`config.mk`:
```
export PLATFORM = sky130hd
export DESIGN_NAME = fifo_rd_adapter
export DESIGN_NICKNAME = d
export VERILOG_FILES = /design/src/rtl/fifo_rd_pkg.sv /design/src/rtl/fifo_rd_seqchk.sv /design/src/rtl/fifo_rd_adapter.sv
export SDC_FILE = /design/constraint.sdc
export NUM_CORES = 1
export LEC_CHECK = 0
export CORE_UTILIZATION = 35
export CTS_CLUSTER_SIZE = 40
export DETAILED_ROUTE_END_ITERATION = 10
export MAX_ROUTING_LAYER = met4
export SYNTH_ARGS = -nofsm -noshare
export SYNTH_HDL_FRONTEND = slang
export SYNTH_SLANG_ARGS = --single-unit
```
`constraint.sdc`:
```
create_clock -name rclk -period 2.37 [get_ports rclk]
set_input_delay 0.5925 -clock rclk [delete_from_list [all_inputs] [get_ports rclk]]
set_output_delay 0.5925 -clock rclk [all_outputs]
set_load 0.1 [all_outputs]
```
`src/rtl/fifo_rd_pkg.sv`:
```
// fifo_rd_adapter shared types and default parameters.
// Optional sequence checker is enabled with FIFO_RD_SEQCHK_EN.
package fifo_rd_pkg;

  typedef enum logic [1:0] {
    EMPTY = 2'd0,
    ONE   = 2'd1,
    TWO   = 2'd2
  } buf_state_e;

  localparam int          DSIZE_DEF    = 8;
  localparam int          CNTW_DEF     = 16;
  localparam int unsigned SEQ_INIT_DEF = 32'hA5;

endpackage

```
`src/rtl/fifo_rd_seqchk.sv`:
```
// Incrementing-pattern checker for words popped from the FIFO.
// Built only when FIFO_RD_SEQCHK_EN is defined.
module fifo_rd_seqchk
  import fifo_rd_pkg::*;
#(
  parameter int          DSIZE    = DSIZE_DEF,
  parameter int          CNTW     = CNTW_DEF,
  parameter int unsigned SEQ_INIT = SEQ_INIT_DEF
) (
  input  logic             i_clk,
  input  logic             i_rst,
  input  logic             i_cap,
  input  logic [DSIZE-1:0] i_data,
  output logic             o_seq_err,
  output logic [CNTW-1:0]  o_err_count
);

  logic             r_cap;
  logic [DSIZE-1:0] r_word;
  logic [DSIZE-1:0] r_exp;
  logic             w_bad;

  assign w_bad = r_cap && (r_word != r_exp);

  // Stage the captured word, then compare it one edge later.
  always_ff @(posedge i_clk) begin
    if (i_rst) begin
      r_cap       <= 1'b0;
      r_word      <= '0;
      r_exp       <= DSIZE'(SEQ_INIT);
      o_seq_err   <= 1'b0;
      o_err_count <= '0;
    end else begin
      r_cap     <= i_cap;
      r_word    <= i_data;
      o_seq_err <= w_bad;
      if (r_cap)
        r_exp <= r_word + DSIZE'(1);
      if (w_bad && (o_err_count != '1))
        o_err_count <= o_err_count + CNTW'(1);
    end
  end

endmodule

```
`src/rtl/fifo_rd_adapter.sv`:
```
// FIFO read port to registered valid/ready stream via 2-entry skid.
// Define FIFO_RD_SEQCHK_EN to build the sequence checker.
module fifo_rd_adapter
  import fifo_rd_pkg::*;
#(
  parameter int          DSIZE    = DSIZE_DEF,
  parameter int          CNTW     = CNTW_DEF,
  parameter int unsigned SEQ_INIT = SEQ_INIT_DEF
) (
  input  logic             rclk,
  input  logic             rrst,
  input  logic             rempty,
  input  logic [DSIZE-1:0] rdata,
  output logic             rinc,
  output logic             m_valid,
  output logic [DSIZE-1:0] m_data,
  input  logic             m_ready,
  output logic [CNTW-1:0]  pop_count,
  output logic             seq_err,
  output logic [CNTW-1:0]  err_count
);

  buf_state_e       r_state;
  logic [DSIZE-1:0] r_head;
  logic [DSIZE-1:0] r_tail;
  logic             w_push;
  logic             w_pop;

  assign w_push  = !rrst && !rempty && (r_state != TWO);
  assign w_pop   = (r_state != EMPTY) && m_ready;
  assign rinc    = w_push;
  assign m_valid = (r_state != EMPTY);
  assign m_data  = r_head;

  // Skid buffer occupancy FSM with head/tail entries.
  always_ff @(posedge rclk) begin
    if (rrst) begin
      r_state <= EMPTY;
      r_head  <= '0;
      r_tail  <= '0;
    end else begin
      unique case (r_state)
        EMPTY: begin
          if (w_push) begin
            r_head  <= rdata;
            r_state <= ONE;
          end
        end
        ONE: begin
          case ({w_push, w_pop})
            2'b10: begin
              r_tail  <= rdata;
              r_state <= TWO;
            end
            2'b01: r_state <= EMPTY;
            2'b11: r_head  <= rdata;
            default: ;
          endcase
        end
        TWO: begin
          if (w_pop) begin
            r_head  <= r_tail;
            r_state <= ONE;
          end
        end
        default: r_state <= EMPTY;
      endcase
    end
  end

  // Count every word taken from the FIFO, wrapping.
  always_ff @(posedge rclk) begin
    if (rrst)
      pop_count <= '0;
    else if (w_push)
      pop_count <= pop_count + CNTW'(1);
  end

`ifdef FIFO_RD_SEQCHK_EN
  fifo_rd_seqchk #(
    .DSIZE    (DSIZE),
    .CNTW     (CNTW),
    .SEQ_INIT (SEQ_INIT)
  ) u_seqchk (
    .i_clk       (rclk),
    .i_rst       (rrst),
    .i_cap       (w_push),
    .i_data      (rdata),
    .o_seq_err   (seq_err),
    .o_err_count (err_count)
  );
`else
  assign seq_err   = 1'b0;
  assign err_count = '0;
`endif

endmodule
```
=== Word level (Yosys, flattened, before mapping) ===
Index checks and enable logic that the tools add are counted.

* Register bits: 34
* Latch bits: 0
* Bits in writable memories: 0
* Bits in read-only memories: 0
* Logic and storage cells: 34
* Memories kept: 0

* $add $sub $neg: 1
* Multiply operators: 0
* Div/mod/pow operators: 0
* Order comparisons: 0
* Eq/ne operators: 10
* Shift-type cells: 0
* Multiplexer cells: 8
* Bitwise logic cells: 0
* Reduce and logical (&&, ||, !) cells: 11

{| class="wikitable"
|+ Operator list
! kind !! count
|-
| 8-bit 2-to-1 mux || 3
|-
| 8-bit one-hot mux with 3 select lines || 1
|-
| 16-bit by 1-bit adder with 16-bit output (second input constant) || 1
|-
| 2-bit == test (second input constant) || 3
|-
| 2-bit != test (second input constant) || 3
|-
| 2-bit one-hot mux with 3 select lines || 1
|-
| 2-bit by 1-bit == test with 1-bit output (second input constant) || 2
|-
| 2-bit 2-to-1 mux || 2
|-
| 2-bit one-hot mux with 2 select lines || 1
|-
| 4-bit AND reduction || 1
|-
| 1-bit logical AND || 3
|-
| 3-bit by 2-bit != test with 1-bit output (second input constant) || 1
|-
| 3-bit AND reduction || 1
|-
| 3-bit nonzero test || 1
|-
| 1-bit logical NOT || 2
|-
| 2-bit logical NOT || 1
|-
| 2-bit by 1-bit != test with 1-bit output (second input constant) || 1
|-
| 2-bit AND reduction || 1
|-
| 2-bit nonzero test || 1
|}

=== Logic depth before layout (Yosys ltp) ===
* Depth after elaboration: 6
* Gate-level depth with buffers: 7
* Depth with buffers taken out: 5

=== Worst setup path after synthesis ===
No wires, ideal clock.

* Path kind: input port to output port
* Start point: in rrst
* End point: out rinc
* Arrival: 2402 ps
* Data required time: 1778 ps
* Slack: -624 ps
* Stages: 4
* Buffers on the path: 2
* Cell sequence: buf_6 > or2_0 > buf_2 > nor2_1

* Cells in the longest elaborated chain, start to end: 3

{| class="wikitable"
|+ Ends and longest elaborated chain
! what !! RTL line !! text
|-
| from (decl) || fifo_rd_adapter.sv:11 || <nowiki>input logic rrst,</nowiki>
|-
| 1-bit logical NOT || fifo_rd_adapter.sv:29 || <nowiki>assign w_push = !rrst && !rempty && (r_state != TWO);</nowiki>
|-
| 1-bit logical AND (2 in series) || fifo_rd_adapter.sv:29 ||
|-
| to (decl) || fifo_rd_adapter.sv:14 || <nowiki>output logic rinc,</nowiki>
|}

Every way passes these cells.

=== Worst setup path after layout ===
Same ends and word-level chain as after synthesis.

==> run summary <==
wire per inst = 11.5 µm
Synth area leader = dfxtp_1
cell area power density = 677 nW/µm²
pin count of the biggest net entering global routing = 37
Synth area leaders = dfxtp_1 (42%), buf_4 (7.8%), nor2_1 (6.2%)
crit-path cells = dlygate4sd2_1, or2_1, buf_6, buf_4, nor2_4, buf_12
max cap viols = 0
CP endpoint kind = output port
final hold vios = 0
CTS tree = done
Vias/cell = 4.83
Seq/Total Area, Yosys = 41.7%
fmax = 443 MHz
worst hold slack = 0.477 ns
Critical Path Max Stage Delay = 0.26 ns
1st-iter DRT viols = 78
vias in the first global route = 1180
Leakage = 0.806 nW
initial antenna violation count = 0
GRT Util Overall = 14.4%
Remaining DRCs = 0
Area Growth Syn to Fin = 26.6%
number of detailed-route iterations in the first pass = 4
Num CTS Buffers = 5
Critical Path Start Type = input port
WS Path Type = input port to output port
Design Area, Final = 2070 µm²
Crit path max-delay family = buffers and inverters
Max rail drop VDD = 0.439 mV
CP required = 1.78 ns
#FFs+latches synth = 34
Setup Skew = 0.00673 ns
most instantiated cells after synthesis = dfxtp_1 (34), nor2_1 (27), nand2_1 (21), buf_4 (17)
Avg Cell Area, Syn = 8.45 µm²
diode count = 0
Routed Antenna Nets = 0
RSZ-0062 raised after global routing = no
CTS clk-pin slew, worst paths = 0.07 ns
Port Buf Inserts = 37
grt total ovfl = 0
Syn Std Cell Area = 1630 µm²
placed cell area = 1970 µm²
async set-reset flop share out of synthesis = 0%
layout cells sized above 1 = 20.9%
EDFF count, synth = 0
measured slew at the worst slew-check pin = 0.576 ns
top-count cell post-synth = dfxtp_1
Non-Filler Instances = 286
post-layout net count = 246
first-pass GRT wire length = 5510 µm
clk sink count = 34
Yosys top cell area share = 41.7%
WL final = 3280 µm
Buf/Inv on CP = 4
die height = 70.3 µm
Inst Count DP = 277
total number of vias = 1381
Layout Utilization = 46.8%
Slew headroom = 61.5%
Synth cell types = 33
Post-Syn Instances = 193
clock root buffer = clkbuf_8
hold buffer count at cts = 0
Slowest-stage cell, CP = or2_1
Clk Latency, worst-skew pair = 0.28 ns
CP Data Arrival Time = 1.67 ns
Worst Hold Class = register to register
GP Congestion = 0.699
Final min period = 2.26 ns
Synthesis Warnings = 0
period utilization = 95.3%
Die Footprint = 4940 µm²
Final Max Slew Viols = 0
core area = 4410 µm²
HPWL Detailed = 2280 µm
clock buffer depth = 2
Starting Density = 37.0%
Power Total = 1.40 mW
htree depth = 2
row count = 24
status = completed
CP max FO = 2
Synth Flop Type = dfxtp_1
IO Count = 55
Die Wd = 70.3 µm
final setup fails = 0
-- kinds of logic (layout without fill, tap and decap cells) --
family,Yosys count,after routing,synth area share [%]
simple gates,80,80,23.9
compound gates,29,29,12.2
buf+inv,32,57,11.9
other cells,1,17,0.230
fa+ha+maj,1,1,0.767
flops,34,34,41.7
mux,9,9,5.52
xor+xnor,7,7,3.76
-- routing by layer --
layer,vias up,GRT usage [%],share of wire (%)
li1,718,-,-
met1,622,19.6,50
met2,36,20.3,44
met3,5,3.90,5.0
met4,0,5.33,0.95
met5,-,-,0
-- state kept, by name, indices dropped and copies added, names as in the netlist --
signal / flops
pop_count: 16
r_state: 2
m_data: 8
r_tail: 8
-- cells in the final DEF (no fill, tap or decap), types with 2 or more instances in the layout --
master | netlist | layout
nand2_1 | 21 | 21
buf_4 | 17 | 34
nor2_1 | 27 | 26
or3_1 | 5 | 5
or4_1 | 5 | 5
a311oi_1 | 8 | 8
nand2b_1 | 2 | 2
nand4_1 | 2 | 2
nor2b_1 | 2 | 2
xnor2_1 | 5 | 5
dlygate4sd2_1 | 0 | 2
dfxtp_2 | 0 | 2
a21oi_1 | 10 | 10
clkdlybuf4s50_1 | 0 | 9
nand3_1 | 5 | 5
nor4_1 | 2 | 2
o31ai_1 | 5 | 5
conb_1 | 1 | 17
nor4b_1 | 2 | 2
o21ai_0 | 4 | 4
inv_1 | 2 | 2
clkbuf_8 | 0 | 6
or2_2 | 2 | 2
mux2i_1 | 9 | 9
dfxtp_1 | 34 | 32
xor2_1 | 2 | 2
-- metrics by stage --
stage / worst slack [ns] / TNS [ns]
6_report: 0.112 / 0
5_1_grt: 0.0687 / 0
4_1_cts: 0.107 / 0
3_5_place_dp: -0.148 / -0.871
3_3_place_gp: -0.142 / -0.777
2_1_floorplan: 0.0148 / 0
-- worst register-to-register path: cells and delay by family, from the launching register on --
family / cells / cell delay (ns)
compound gates: 1 / 0.16
flops: 1 / 0.38
simple gates: 3 / 1.36
-- final cells by class --
type | instances | area [µm²]
clock buffers | 7 | 86.3
clock inverters | 1 | 5.00
fillers | 440 | 2350
inverters | 2 | 7.51
multi-input cells | 143 | 825
flip-flops and latches | 34 | 683
well taps | 52 | 65.1
repair buffers | 47 | 394
-- final timing paths --
check / to / start / cells after the start / slack, ns
setup / recovery: rinc / rrst / 6 / 0.11
hold / removal: m_data[3]$_SDFFE_PP0P_ / r_tail[3]$_SDFFE_PP0P_ / 2 / 0.48
setup reg to reg: pop_count[13]$_SDFFE_PP0P_ / r_state[1]$_SDFFE_PP0P_ / 4 / 0.42
hold reg to reg: m_data[3]$_SDFFE_PP0P_ / r_tail[3]$_SDFFE_PP0P_ / 2 / 0.48
-- repair_timing --
item	4_1_cts	5_1_grt
buffers inserted	1	0
gates resized for setup	4	0
setup endpoints to repair	1	0
-- report_power, final --
group	internal [mW]	total [mW]	leakage, nW	switching [mW]
clock	0.234	0.429	0.0482	0.194
combinational	0.0739	0.366	0.481	0.292
sequential	0.591	0.604	0.277	0.0138
total	0.899	1.40	0.806	0.501
Power figures use the tool's default switching activity.
